**config.mk**
```make
export PLATFORM = sky130hd
export DESIGN_NAME = tdcv2_dline_encoder
export DESIGN_NICKNAME = d
export VERILOG_FILES = /design/src/rtl/tdcv2_dline_encoder.sv
export SDC_FILE = /design/constraint.sdc
export NUM_CORES = 1
export LEC_CHECK = 0
export ABC_AREA = 1
export BUFFER_PORTS_ARGS = -buffer_cell sky130_fd_sc_hd__clkbuf_2
export CORE_MARGIN = 2
export CORE_UTILIZATION = 67
export CTS_BUF_LIST = sky130_fd_sc_hd__clkbuf_4 sky130_fd_sc_hd__clkbuf_8 sky130_fd_sc_hd__clkbuf_16
export DETAILED_ROUTE_END_ITERATION = 6
export PLACE_DENSITY = 0.95
export SLEW_MARGIN = 10
export SYNTH_ARGS = -nofsm -noshare
export SYNTH_HDL_FRONTEND = slang
export SYNTH_SLANG_ARGS = --single-unit
```
**constraint.sdc**
```tcl
create_clock -name clk_40 -period 61.2 [get_ports clk_40]
set_input_delay 12.24 -clock clk_40 [delete_from_list [all_inputs] [get_ports clk_40]]
set_output_delay 12.24 -clock clk_40 [all_outputs]
set_load 0.02 [all_outputs]
```
**src/rtl/tdcv2_dline_encoder.sv**
```systemverilog
// TDCv2 data-line transmitter: round-robin hit words onto two 8b/10b lanes,
// 40-bit frames serialized 8 bits per clk_40 cycle, comma frames when idle.
module tdcv2_dline_encoder #(
    parameter logic [7:0] IDLE_K28_5 = 8'hBC,
    parameter logic [7:0] IDLE_K28_1 = 8'h3C
) (
    input  logic        clk_40,
    input  logic        rst_40,
    input  logic [31:0] hit_data,
    input  logic        hit_valid,
    output logic        hit_ready,
    input  logic        tx_enable,
    input  logic        enable_K28_1,
    input  logic        inject_error_dline1,
    input  logic        inject_error_dline0,
    output logic [7:0]  tdc_dline_1,
    output logic [7:0]  tdc_dline_0,
    output logic [31:0] sent_words_dline1,
    output logic [31:0] sent_words_dline0
);

    logic [2:0]  phase;
    logic        next_lane;
    logic [1:0]  pend_valid;
    logic [31:0] pend [2];
    logic [1:0]  rd;
    logic [1:0]  inj;
    logic [39:0] frame [2];
    logic [7:0]  dline [2];
    logic [31:0] sent [2];
    logic [39:0] enc_frame [2];
    logic [1:0]  enc_rd;
    logic [1:0]  send_data;
    logic [1:0]  inj_pulse;
    logic [7:0]  comma;

    // 5b/6b codes in their RD- form, bit order abcdei (a = MSB)
    function automatic logic [5:0] tbl6(input logic [4:0] x);
        case (x)
            5'd0:  tbl6 = 6'b100111;  5'd1:  tbl6 = 6'b011101;
            5'd2:  tbl6 = 6'b101101;  5'd3:  tbl6 = 6'b110001;
            5'd4:  tbl6 = 6'b110101;  5'd5:  tbl6 = 6'b101001;
            5'd6:  tbl6 = 6'b011001;  5'd7:  tbl6 = 6'b111000;
            5'd8:  tbl6 = 6'b111001;  5'd9:  tbl6 = 6'b100101;
            5'd10: tbl6 = 6'b010101;  5'd11: tbl6 = 6'b110100;
            5'd12: tbl6 = 6'b001101;  5'd13: tbl6 = 6'b101100;
            5'd14: tbl6 = 6'b011100;  5'd15: tbl6 = 6'b010111;
            5'd16: tbl6 = 6'b011011;  5'd17: tbl6 = 6'b100011;
            5'd18: tbl6 = 6'b010011;  5'd19: tbl6 = 6'b110010;
            5'd20: tbl6 = 6'b001011;  5'd21: tbl6 = 6'b101010;
            5'd22: tbl6 = 6'b011010;  5'd23: tbl6 = 6'b111010;
            5'd24: tbl6 = 6'b110011;  5'd25: tbl6 = 6'b100110;
            5'd26: tbl6 = 6'b010110;  5'd27: tbl6 = 6'b110110;
            5'd28: tbl6 = 6'b001110;  5'd29: tbl6 = 6'b101110;
            5'd30: tbl6 = 6'b011110;  default: tbl6 = 6'b101011;
        endcase
    endfunction

    function automatic logic [3:0] tbl4(input logic [2:0] y, input logic alt);
        case (y)
            3'd0:    tbl4 = 4'b1011;
            3'd1:    tbl4 = 4'b1001;
            3'd2:    tbl4 = 4'b0101;
            3'd3:    tbl4 = 4'b1100;
            3'd4:    tbl4 = 4'b1101;
            3'd5:    tbl4 = 4'b1010;
            3'd6:    tbl4 = 4'b0110;
            default: tbl4 = alt ? 4'b0111 : 4'b1110;
        endcase
    endfunction

    // Returns {rd_out, abcdeifghj}; rd = 1 means RD+.
    function automatic logic [10:0] enc_sym(input logic [7:0] b, input logic k, input logic rd_in);
        logic [4:0] x;
        logic [2:0] y;
        logic [5:0] s6;
        logic [3:0] s4;
        logic       rd6;
        logic       alt;
        x = b[4:0];
        y = b[7:5];
        if (k) begin
            if (b == IDLE_K28_1)
                return {~rd_in, rd_in ? 10'b1100000110 : 10'b0011111001};
            return {~rd_in, rd_in ? 10'b1100000101 : 10'b0011111010};
        end
        // Unbalanced sub-blocks and the neutral D.7 / D.x.3 forms flip under RD+
        s6 = tbl6(x);
        if (rd_in && (($countones(s6) != 3) || (x == 5'd7)))
            s6 = ~s6;
        rd6 = ($countones(s6) == 3) ? rd_in : ~rd_in;
        alt = (y == 3'd7) && ((!rd6 && (x == 5'd17 || x == 5'd18 || x == 5'd20)) ||
                              (rd6 && (x == 5'd11 || x == 5'd13 || x == 5'd14)));
        s4 = tbl4(y, alt);
        if (rd6 && (($countones(s4) != 2) || (y == 3'd3)))
            s4 = ~s4;
        return {(($countones(s4) == 2) ? rd6 : ~rd6), s6, s4};
    endfunction

    function automatic logic [7:0] slice(input logic [39:0] f, input logic [2:0] p);
        case (p)
            3'd0:    slice = f[39:32];
            3'd1:    slice = f[31:24];
            3'd2:    slice = f[23:16];
            3'd3:    slice = f[15:8];
            default: slice = f[7:0];
        endcase
    endfunction

    assign hit_ready         = ~pend_valid[next_lane];
    assign inj_pulse         = {inject_error_dline1, inject_error_dline0};
    assign tdc_dline_0       = dline[0];
    assign tdc_dline_1       = dline[1];
    assign sent_words_dline0 = sent[0];
    assign sent_words_dline1 = sent[1];

    // Next frame per lane: four symbols with disparity chained through them
    always_comb begin
        logic [31:0] w;
        logic [10:0] r;
        logic        rdc;
        logic [39:0] f;
        comma = enable_K28_1 ? IDLE_K28_1 : IDLE_K28_5;
        for (int l = 0; l < 2; l++) begin
            send_data[l] = tx_enable & pend_valid[l];
            w   = pend[l];
            rdc = rd[l];
            f   = '0;
            r   = '0;
            for (int s = 0; s < 4; s++) begin
                r   = enc_sym(send_data[l] ? w[31:24] : comma, ~send_data[l], rdc);
                f   = {f[29:0], r[9:0]};
                rdc = r[10];
                w   = {w[23:0], 8'h00};
            end
            enc_frame[l] = f;
            enc_rd[l]    = rdc;
        end
    end

    always_ff @(posedge clk_40) begin
        if (rst_40) begin
            phase      <= 3'd0;
            next_lane  <= 1'b0;
            pend_valid <= 2'b00;
            rd         <= 2'b00;
            inj        <= 2'b00;
            for (int l = 0; l < 2; l++) begin
                frame[l] <= 40'h0;
                dline[l] <= 8'h00;
                sent[l]  <= 32'h0;
            end
        end else begin
            phase <= (phase == 3'd4) ? 3'd0 : phase + 3'd1;
            for (int l = 0; l < 2; l++)
                dline[l] <= slice(frame[l], phase);
            // Frame boundary: both lanes reload together; RD ignores the injected flip
            if (phase == 3'd4) begin
                for (int l = 0; l < 2; l++) begin
                    frame[l] <= enc_frame[l] ^ {inj[l] | inj_pulse[l], 39'd0};
                    rd[l]    <= enc_rd[l];
                    if (send_data[l]) begin
                        pend_valid[l] <= 1'b0;
                        sent[l]       <= sent[l] + 32'd1;
                    end
                end
                inj <= 2'b00;
            end else begin
                inj <= inj | inj_pulse;
            end
            if (hit_valid && hit_ready) begin
                pend_valid[next_lane] <= 1'b1;
                next_lane             <= ~next_lane;
            end
        end
    end

    always_ff @(posedge clk_40) begin
        if (hit_valid && hit_ready)
            pend[next_lane] <= hit_data;
    end

endmodule

```
Word-level counts from Yosys, hierarchy flattened
Memory sizes are Yosys's and may differ from the RTL's.
Cells that the tools add are included.
- word-level logic and storage cells: 650
- output and inout bits: 81
- memory bits (read-only): 1536
- register bits after elaboration: 10
- memories kept: 12
- RAM bits: 224
- bits of input ports: 39
- equality and inequality tests: 156
- bitwise operators: 48
- $add $sub $neg: 131
- reduce and logical (&&, ||, !) cells: 116
- magnitude comparators: 2
- mux-type cells: 180
- memories (memory ; words ; width ; read ports ; clocked after Yosys merged registers in ; wr ports ; line ; source):
    (name not given) ; 32 ; 6 ; 1 ; 0 ; 0 ; 39 ; case (x)
    (name not given) ; 32 ; 6 ; 1 ; 0 ; 0 ; 39 ;
    (name not given) ; 32 ; 6 ; 1 ; 0 ; 0 ; 39 ;
    (name not given) ; 32 ; 6 ; 1 ; 0 ; 0 ; 39 ;
    (name not given) ; 32 ; 6 ; 1 ; 0 ; 0 ; 39 ;
    (name not given) ; 32 ; 6 ; 1 ; 0 ; 0 ; 39 ;
    6 more memories ; -- ; -- ; -- ; -- ; -- ; -- ;
- operators with widths (operator ; number):
    $mux W11 ; 24
    $pmux W4 S7 ; 8
    $add A1 B1 Y2 ; 80
    $mux W10 ; 16
    $mux W6 ; 24
    $mux W4 ; 32
    $eq A5 B4 Y1 const B ; 24
    $eq A5 B5 Y1 const B ; 24
    $mux W8 ; 13
    $eq A3 B3 Y1 const B ; 33
    $add A2 B2 Y3 ; 32
    $mux W40 ; 2
    $xor A40 B40 Y40 ; 2
    $eq A3 B2 Y1 const B ; 26
    $add A3 B2 Y4 ; 16
    $add A32 B1 Y32 const B ; 2
    $eq A8 B6 Y1 const B ; 8
    $mux W32 ; 2
    $pmux W8 S4 ; 2
    $logic_or A1 B1 Y1 ; 56
    $mux W1 ; 53
    $not A6 Y6 ; 8
    $logic_and A1 B1 Y1 ; 42
    $eq A5 B3 Y1 const B ; 8
    17 further kinds ; 96

Logic depth before layout (Yosys ltp)
Gate-level depths: netlist (run 1).
An unclocked memory read counts as a cell.
- word-level depth: 119
- depth in mapped cells: 132
- depth with buffers taken out: 130

Worst setup path before layout (run 1)
OpenSTA, ideal clock, no wires.
- path type: input to register
- start: input tx_enable
- end: register rd[0]
- arrival time: 31.038 ns
- stages: 128
- library setup time: 0.223 ns
- required time: 60.977 ns
- setup slack: 29.939 ns
- path buffers: 2
- cell sequence: nand2_2 -> buf_2 -> buf_2 -> nor2_1 -> inv_1 -> ha_1 -> a21oi_1 -> inv_1 -> o21ai_0 -> o21ai_0 -> nand2_1 -> inv_1 -> fa_1 -> inv_1 -> fa_1 -> inv_1 -> ha_1 -> inv_1 -> (+92 left out) -> nor2_1 -> inv_1 -> nand3_2 -> nand2_1 -> nand2_1 -> nand3_1 -> nand2_1 -> nand2_1 -> nand2_1 -> nand2_1 -> ha_1 -> ha_1 -> ha_1 -> nor3b_1 -> or2_1 -> nand3_1 -> nand2_1 -> o21ai_0
- word-level cells in the longest chain between the ends: 117
- elaborated cells between the ends (all ways): 279
- classes of those cells: add/sub (64); eq/ne (76); mux (63); bitwise (16); reduce/logical (56); memory (4)
- ends and longest elaborated chain (item ; line ; source):
    start: declaration ; 12 ; input logic tx_enable,
    $and A1 B1 Y1 (*) ; 125 ; send_data[l] = tx_enable & pend_valid[l];
    $mux W8 ; 131 ; r = enc_sym(send_data[l] ? w[31:24] : comma, ~send_data[l], rdc);
    $mem_v2 Z32 W6 ; -- ;
    $mux W6 ; 88 ; s6 = tbl6(x);
    $add A1 B1 Y2 (implied by the code) ; 89 ; if (rd_in && (($countones(s6) != 3) || (x == 5'd7)))
    $add A2 B2 Y3 (implied by the code) ; 89 ;
    $add A3 B2 Y4 (implied by the code) ; 89 ;
    $ne A4 B2 Y1 ; 89 ;
    (+101 left out) ; -- ;
    $logic_and A1 B1 Y1 ; 95 ; if (rd6 && (($countones(s4) != 2) || (y == 3'd3)))
    $mux W4 ; 95 ;
    $mux W4 ; 88 ;
    $add A1 B1 Y2 (implied by the code) ; 97 ; return {(($countones(s4) == 2) ? rd6 : ~rd6), s6, s4};
    $add A2 B2 Y3 (implied by the code) ; 97 ;
    $eq A3 B2 Y1 ; 97 ;
    $mux W1 ; 97 ;
    $mux W11 (*) ; 88 ;
    end signal: indexed assignment ; 161 ; rd[l] <= enc_rd[l];
    end: declaration ; 26 ; logic [1:0] rd;
Mark *: on every way between the ends. The rest lies on a longest branch, timed or not. The select of a mux whose other input is x is not followed.
A chain may end at the register's enable or synchronous reset.

Worst setup path in the final report (run 1)
- start: input tx_enable
- end: register rd[1]
The elaborated chain is that of the path after synthesis.

==> summary.md, run 1 <==
| Metric | Value |
|---|---|
| Seq/Total Area, Yosys | `a little under two fifths` |
| Placed insts | `2,553` |
| Top-count cell post-synth | `inv_1` |
| Final WS setup | `~27 ns` |
| Peak supply drop | `0.0326 mV` |
| Drt total wl | `47.4 mm` |
| Slew @ Worst Pin | `1.13 ns` |
| PostCTS Resize Cnt | `0` |
| Post-Syn Nets | `2,352` |
| CP Launch Type | `input pin` |
| CTS Buf Count | `26` |
| Met1 global-route usage | `40.1%` |
| Root buffer cell | `clkbuf_16` |
| Hold Vio Cnt, Final | `0` |
| Rel. slew slack | `24.4%` |
| Met2 Use GR | `58.9%` |
| Reg clk slew, reported paths | `roughly 0.070 ns` |
| # diodes | `0` |
| Seq cells post-synth | `234` |
| Fin. max-slew vios | `0` |
| TritonRoute pass-1 iters | `7` |
| CP max FO | `59` |
| Leakage | `8.78 nW` |
| RSZ-0062 raised after global routing | `false` |
| Boundary pin count | `120` |
| Crit-path max cell delay | `approximately 0.57 ns` |
| DP Area | `0.0187 sq mm` |
| Final Wtd Congestion | `0.939` |
| Top cells by area, synth | `edfxtp_1 (35%), ha_1 (10%), inv_1 (8.4%), nand2_1 (6.2%), o21ai_0 (4.9%)` |
| Vias in the first global route | `16,200` |
| Cell mode on critical path | `inv_1` |
| Iter 0 DRT Violations | `1,817` |
| Grt total ovfl | `0` |
| # hold bufs at CTS | `0` |
| TritonCTS Sinks | `approximately 230` |
| Post-synth EDFFs | `208` |
| Number of synthesis warnings | `0` |
| Worst slack, placed | `~27 ns` |
| Post-CTS Setup Inserts | `0` |
| Final Power | `0.587 mW` |
| Synth top area share | `35.2%` |
| Synthesized area | `0.0178 sq mm` |
| Fmax | `29.3 MHz` |
| Post-layout min period | `around 34 ns` |
| Final-layout fill cell count | `1,692` |
| H-tree levels | `1` |
| PwrDens | `around 30 mW/mm^2` |
| Worst setup EP type | `flop` |
| # rows | `a little under 60` |
| Max-cap violations | `0` |
| Slowest cell on crit path | `inv_2` |
| Syn Area/Cell | `8.33 sq um` |
| Chip width | `around 170 um` |
| CORE AREA | `0.0261 sq mm` |
| Net count, final | `2,467` |
| Failing checks | `design-rule violations` |
| Area Overhead vs Synth | `10.7%` |
| Starting density of the core | `approximately two thirds` |
| Drt drc | `1` |
| Min-delay worst type | `reg2reg` |
| Outcome | `finished, violations left` |
| Cell Count, Final, Fillers Out | `~2,600` |
| Layout cells sized above 1 | `10.5%` |
| Clk_lat worst skew | `0.55 ns` |
| Largest net degree at the start of global routing | `88` |
| Clock skew | `0.0153 ns` |
| Die footprint | `0.0278 sq mm` |
| Met3 global-route usage | `6.04%` |
| CP Data Required Time | `61.59 ns` |
| Vias per cell | `6.21` |
| Period utilisation layout | `55.7%` |
| Final setup vio count | `0` |
| Ys async rst share | `0%` |
| Die Y | `~170 um` |
| Clock tree buffer depth | `3` |
| Post-synth top area cell | `edfxtp_1` |
| Antenna viol nets, final | `0` |
| Register area | `0.00677 sq mm` |
| Synth cell types | `66` |
| CP Class | `in2reg` |
| Mapped Cells | `~2,100` |
| First-pass GRT wire length | `77.6 mm` |
| Final instance area | `0.0197 sq mm` |
| Synth cell count leaders | `inv_1 (395), nand2_1 (292), nor2_1 (227)` |
| Most used routing layer | `met2` |
| Area occupied by multi-input gates | `between 0.009 and 0.01 sq mm` |
| CTS tree | `built` |
| Dpl hpwl | `about 34 mm` |
| Initial antenna violation count | `0` |
| Vias | `16,200` |
| Port Buffers | `119` |
| All-Layer GR Usage | `33.8%` |
| Hold Path Depth | `2` |
| Reg2reg setup slack | `38.56 ns` |
| Reg2Reg Depth | `roughly 110` |
| Total negative slack | `0 ns` |
| WL/cell | `18.2 um` |
| Post-synth top flop | `edfxtp_1` |
| Arr. time, crit path | `34.47 ns` |
## cell type report
class	count	share of cell area, %
Sequential cell	234	34.4
Timing Repair Buffer	127	3.34
Clock buffer	35	3.93
Multi-Input combinational cell	1449	47.5
Clock inverter	13	0.936
Inverter	408	7.79
Tap cell	335	2.13
## power breakdown
part | switching [mW] | internal [mW]
Clock | 0.0680 | 0.106
Combinational | 0.145 | 0.0782
Sequential | 0.00590 | 0.184
## state kept, by name, indices dropped and copies added, names as in the netlist
register,cells
pend,64
next_lane,1
frame,80
pend_valid,2
inj,2
sent,64
rd,2
phase,3
dline,16
## layer usage
metal	vias up	wire length (um)
li1	7365	-
met1	7476	17000
met3	233	4680
met2	1079	23200
met4	0	2440
met5	-	0
## cell families after synthesis
family          share of synthesized area (%)
fa+ha+maj                                14.5
buf+inv                                  9.54
compound gates                           14.6
flops                                    38.1
xor+xnor                                 4.74
simple gates                             18.5
## layout by cell type (no fill, tap or decap), drive strengths merged, types with 7 or more instances in the layout
master    n
o21a      8
fa       40
xor2     68
a21oi   132
inv     407
o211ai    9
clkinv    7
a221oi   20
edfxtp  208
a31oi    10
nand4    31
xnor2    28
dfxtp    26
a22o     16
buf       8
nor4     15
ha      142
nand3    83
nand2   307
nor3     47
o21bai    8
o311ai   10
clkbuf  154
nor2    233
o21ai   182
## path summary, 6_finish.rpt
check,startpoint,to
max,tx_enable,rd[1]$_SDFFE_PP0N_
min,inj[0]$_SDFF_PP0_,inj[0]$_SDFF_PP0_
min reg2reg,inj[0]$_SDFF_PP0_,inj[0]$_SDFF_PP0_
max reg2reg,pend_valid[1]$_SDFF_PP0_,rd[1]$_SDFFE_PP0N_
## per-stage QoR
stage                     utilization, %  hold slack (ns)
after floorplan                        -            0.433
after global routing                75.4            0.517
after global placement              71.8            0.447
final                               75.4            0.487
after detailed placement            71.8            0.469
after CTS                           75.4            0.488
## critical path, delay by kind of cell
| family | cells | cell delay (ns) |
|---|---|---|
| buffers and inverters | 27 | 2.46 |
| adder cells (fa/ha/maj) | 33 | 10.33 |
| AO/OA/AOI/OAI | 13 | 2.72 |
| AND/OR/NAND/NOR | 33 | 4.76 |
| XOR/XNOR | 9 | 1.87 |
Power figures use the tool's default switching activity.
==> run 2, diff against run 1 <==
--- a/config.mk
+++ b/config.mk
@@ -5,13 +5,13 @@
 export SDC_FILE = /design/constraint.sdc
 export NUM_CORES = 1
 export LEC_CHECK = 0
-export ABC_AREA = 1
+export ABC_AREA = 0
 export BUFFER_PORTS_ARGS = -buffer_cell sky130_fd_sc_hd__clkbuf_2
 export CORE_MARGIN = 2
-export CORE_UTILIZATION = 67
+export CORE_UTILIZATION = 63
 export CTS_BUF_LIST = sky130_fd_sc_hd__clkbuf_4 sky130_fd_sc_hd__clkbuf_8 sky130_fd_sc_hd__clkbuf_16
 export DETAILED_ROUTE_END_ITERATION = 6
-export PLACE_DENSITY = 0.95
+export PLACE_DENSITY = 0.91
 export SLEW_MARGIN = 10
 export SYNTH_ARGS = -nofsm -noshare
 export SYNTH_HDL_FRONTEND = slang
==> constraint.sdc (replaced) <==
create_clock -name clk_40 -period 35.8 [get_ports clk_40]
set_input_delay 7.16 -clock clk_40 [delete_from_list [all_inputs] [get_ports clk_40]]
set_output_delay 7.16 -clock clk_40 [all_outputs]
set_load 0.02 [all_outputs]
==> run 2 against run 1 <==
The run still ends with design-rule violations left. Critical path depth shrank 13. First-iteration DRC count grew 19%. Design area grew 4.2%. Sequential share of layout area shrank 1.4 points. Via count grew 0.18%. Worst setup slack lost 24 ns. Worst hold slack lost 0.024 ns. Critical endpoint is now rd[0]$_SDFFE_PP0N_.
==> summary.md, run 2 <==
| Metric | Value |
|---|---|
| Clk_lat worst skew | `0.55 ns (about the same)` |
| Fmax | `30.3 MHz` |
| Post-CTS Setup Inserts | `0 (unchanged)` |
| Leakage | `8.33 nW (was 8.78 nW)` |
| Starting density of the core | `63.7% (was 68.1%)` |
| Crit-path max cell delay | `0.71 ns (was 0.57 ns)` |
| Crit. Startpoint | `tx_enable (unchanged)` |
| Synth cell count leaders | `nor2_1 (221), edfxtp_1 (208), nand2_1 (167) (was inv_1 (395), nand2_1 (292), nor2_1 (227))` |
| Vias per cell | `6.50 (was 6.21)` |
| Post-layout min period | `33.01 ns` |
| Layout cells sized above 1 | `12.2% (was 10.5%)` |
| Reg2Reg Depth | `101 (was 114)` |
| Final setup vio count | `0 (unchanged)` |
| Largest register by flop count | `frame (unchanged)` |
| Number of synthesis warnings | `0 (unchanged)` |
| Cell Count, Final, Fillers Out | `2,490 (was 2,601)` |
| # hold bufs at CTS | `0 (unchanged)` |
| Final-layout fill cell count | `2,131 (was 1,692)` |
| Commonest non-fill, non-tap cells in the layout | `nor2_1 (221), edfxtp_1 (208), nand2_1 (165), inv_1 (152), ha_1 (142) (was inv_1 (395), nand2_1 (291), nor2_1 (226), edfxtp_1 (208), o21ai_0 (173))` |
| TritonCTS Sinks | `234 (unchanged)` |
| Register area | `0.00677 sq mm (unchanged)` |
| RSZ-0062 raised after global routing | `false (unchanged)` |
| RR Endpoint | `rd[0]$_SDFFE_PP0N_ (was rd[1]$_SDFFE_PP0N_)` |
| Iter 0 DRT Violations | `2,159 (was 1,817)` |
| Synth top area share | `33.3% (was 35.2%)` |
| Period utilisation layout | `92.2%` |
| Met1 global-route usage | `43.8% (was 40.1%)` |
| Max-cap violations | `0 (unchanged)` |
| First-pass GRT wire length | `78.8 mm (was 77.6 mm)` |
| HP Start | `inj[1]$_SDFF_PP0_ (was inj[0]$_SDFF_PP0_)` |
| Clock tree buffer depth | `3 (unchanged)` |
| Area Overhead vs Synth | `9.09% (was 10.7%)` |
| CTS tree | `built (unchanged)` |
| Chip width | `177 um (was 167 um)` |
| Area occupied by multi-input gates | `0.0110 sq mm (was 0.00933 sq mm)` |
| CP Class | `in2reg (unchanged)` |
| CP Launch Type | `input pin (unchanged)` |
| Failing checks | `design-rule violations (unchanged)` |
| Peak supply drop | `0.125 mV (was 0.0326 mV)` |
| Seq/Total Area, Yosys | `36.0% (was 38.1%)` |
| Net count, final | `2,301 (was 2,467)` |
| Vias | `16,200 (about the same)` |
| Reg2reg setup slack | `9.23 ns (was 38.56 ns)` |
| Met2 Use GR | `51.1% (was 58.9%)` |
| DP Area | `0.0196 sq mm (was 0.0187 sq mm)` |
| Mapped Cells | `2,029 (was 2,131)` |
| Worst hold slack | `0.463 ns (was 0.487 ns)` |
| Final instance area | `0.0205 sq mm (was 0.0197 sq mm)` |
| Biggest regs | `frame: 80 flops, pend: 64 flops, sent: 64 flops (unchanged)` |
| PwrDens | `64.0 mW/mm^2 (was 29.9 mW/mm^2)` |
| Root buffer cell | `clkbuf_16 (unchanged)` |
| Syn Area/Cell | `9.25 sq um (was 8.33 sq um)` |
| Initial antenna violation count | `0 (unchanged)` |
| Rel. slew slack | `22.1% (was 24.4%)` |
| Die Y | `177 um (was 167 um)` |
| Final WS setup | `2.79 ns (was 27.12 ns)` |
| CTS Buf Count | `26 (unchanged)` |
| Synthesized area | `0.0188 sq mm (was 0.0178 sq mm)` |
| Most used routing layer | `met2 (unchanged)` |
| PostCTS Resize Cnt | `0 (unchanged)` |
| Top-count cell post-synth | `nor2_1 (was inv_1)` |
| All-Layer GR Usage | `31.5% (was 33.8%)` |
| Hold Path Sink | `inj[1]$_SDFF_PP0_ (was inj[0]$_SDFF_PP0_)` |
| Max reg flops | `80 (unchanged)` |
| Outcome | `finished, violations left (unchanged)` |
| Port Buffers | `119 (unchanged)` |
| Worst slack, placed | `2.51 ns (was 27.07 ns)` |
| Ys async rst share | `0% (unchanged)` |
| Drt total wl | `49.6 mm (was 47.4 mm)` |
| Cell mode on critical path | `ha_1 (was inv_1)` |
| TritonRoute pass-1 iters | `7 (unchanged)` |
| Fin. max-slew vios | `0 (unchanged)` |
| Post-synth top area cell | `edfxtp_1 (unchanged)` |
| CORE AREA | `0.0295 sq mm (was 0.0261 sq mm)` |
| H-tree levels | `1 (unchanged)` |
| CP Data Required Time | `36.27 ns (was 61.59 ns)` |
| # rows | `63 (was 59)` |
| Post-synth top flop | `edfxtp_1 (unchanged)` |
| Grt total ovfl | `0 (unchanged)` |
| Synth cell types | `92 (was 66)` |
| Vias in the first global route | `15,100 (was 16,200)` |
| Post-Syn Nets | `2,250 (was 2,352)` |
| Clock skew | `0.0131 ns (was 0.0153 ns)` |
| # diodes | `0 (unchanged)` |
| Antenna viol nets, final | `0 (unchanged)` |
| Total negative slack | `0 ns (unchanged)` |
| Hold Path Depth | `2 (unchanged)` |
| Met3 global-route usage | `4.40% (was 6.04%)` |
| Min-delay worst type | `reg2reg (unchanged)` |
| CP max FO | `23 (was 59)` |
| Dpl hpwl | `35.5 mm (was 33.7 mm)` |
| Worst setup EP type | `flop (unchanged)` |
| Reg clk slew, reported paths | `0.06 ns (was 0.07 ns)` |
| Largest net degree at the start of global routing | `86 (was 88)` |
| Hold Vio Cnt, Final | `0 (unchanged)` |
| Final Wtd Congestion | `0.937 (was 0.939)` |
| Seq cells post-synth | `234 (unchanged)` |
| Placed insts | `2,442 (was 2,553)` |
| WL/cell | `19.9 um (was 18.2 um)` |
| Reg-to-Reg Start | `pend_valid[0]$_SDFF_PP0_ (was pend_valid[1]$_SDFF_PP0_)` |
| Die footprint | `0.0312 sq mm (was 0.0278 sq mm)` |
| Slowest cell on crit path | `o31ai_2 (was inv_2)` |
| Boundary pin count | `120 (unchanged)` |
| Post-synth EDFFs | `208 (unchanged)` |
| Most common cell after layout, fill and taps aside | `nor2_1 (was inv_1)` |
| Slew @ Worst Pin | `1.16 ns (was 1.13 ns)` |
| Arr. time, crit path | `33.48 ns (was 34.47 ns)` |
| Top cells by area, synth | `edfxtp_1 (33%), ha_1 (9.5%), nor2_1 (4.4%), fa_1 (4.3%), xnor2_1 (3.9%) (was edfxtp_1 (35%), ha_1 (10%), inv_1 (8.4%), nand2_1 (6.2%), o21ai_0 (4.9%))` |
| Drt drc | `16 (was 1)` |
run 2: kinds of logic (layout without fill, tap and decap cells):
family	Yosys count	count (layout)	share of synthesized area, %
AOI/OAI and AO/OA	476	476	17.3
xor gates and xnor gates	170	170	8.52
adders and majority gates	183	183	13.8
buffers and inverters	267	338	5.47
DFF	234	234	36.0
muxes	34	34	1.93
and+or+nand+nor	665	665	17.0
run 2: cell type report:
class	instances	area share (%)
clock inverter	15	0.849
multi-input combinational	1528	53.8
timing repair buffer	138	3.60
sequential	234	33.0
tap	390	2.38
inverter	152	2.79
clock buffer	33	3.53
run 2: worst max-delay path: cells and delay by family:
| kind | cells | cell delay, ns |
|---|---|---|
| xor gates and xnor gates | 18 | 4.80 |
| buffers and inverters | 18 | 1.62 |
| and+or+nand+nor | 16 | 4.15 |
| AOI/OAI and AO/OA | 12 | 3.88 |
| muxes | 5 | 1.25 |
| adders and majority gates | 33 | 10.58 |
run 2: per-stage QoR:
| step | util, % | total power, mW |
|---|---|---|
| floorplan | - | 0.889 |
| global placement | 66.4 | 0.995 |
| detailed placement | 66.4 | 1.02 |
| CTS | 69.5 | 1.30 |
| global route | 69.5 | 1.38 |
| finish | 69.5 | 1.31 |
run 2: how the worst max path moves through the flow:
stage                    endpoint  cells past startpoint
2_1_floorplan  rd[0]$_SDFFE_PP0N_                    107
3_3_place_gp   rd[0]$_SDFFE_PP0N_                    102
3_5_place_dp   rd[0]$_SDFFE_PP0N_                    102
4_1_cts        rd[0]$_SDFFE_PP0N_                    102
5_1_grt        rd[0]$_SDFFE_PP0N_                    102
6_report       rd[0]$_SDFFE_PP0N_                    102
run 2: power by group:
| part | internal (mW) | switching, mW |
|---|---|---|
| Sequential | 0.315 | 0.0166 |
| Clock | 0.165 | 0.115 |
| Combinational | 0.322 | 0.376 |
| Total | 0.803 | 0.508 |
run 2: per-layer routing:
metal	up-vias	routed length (um)
met1	7685	19600
li1	7340	-
met3	148	5540
met5	-	0
met4	0	1740
met2	1009	22700
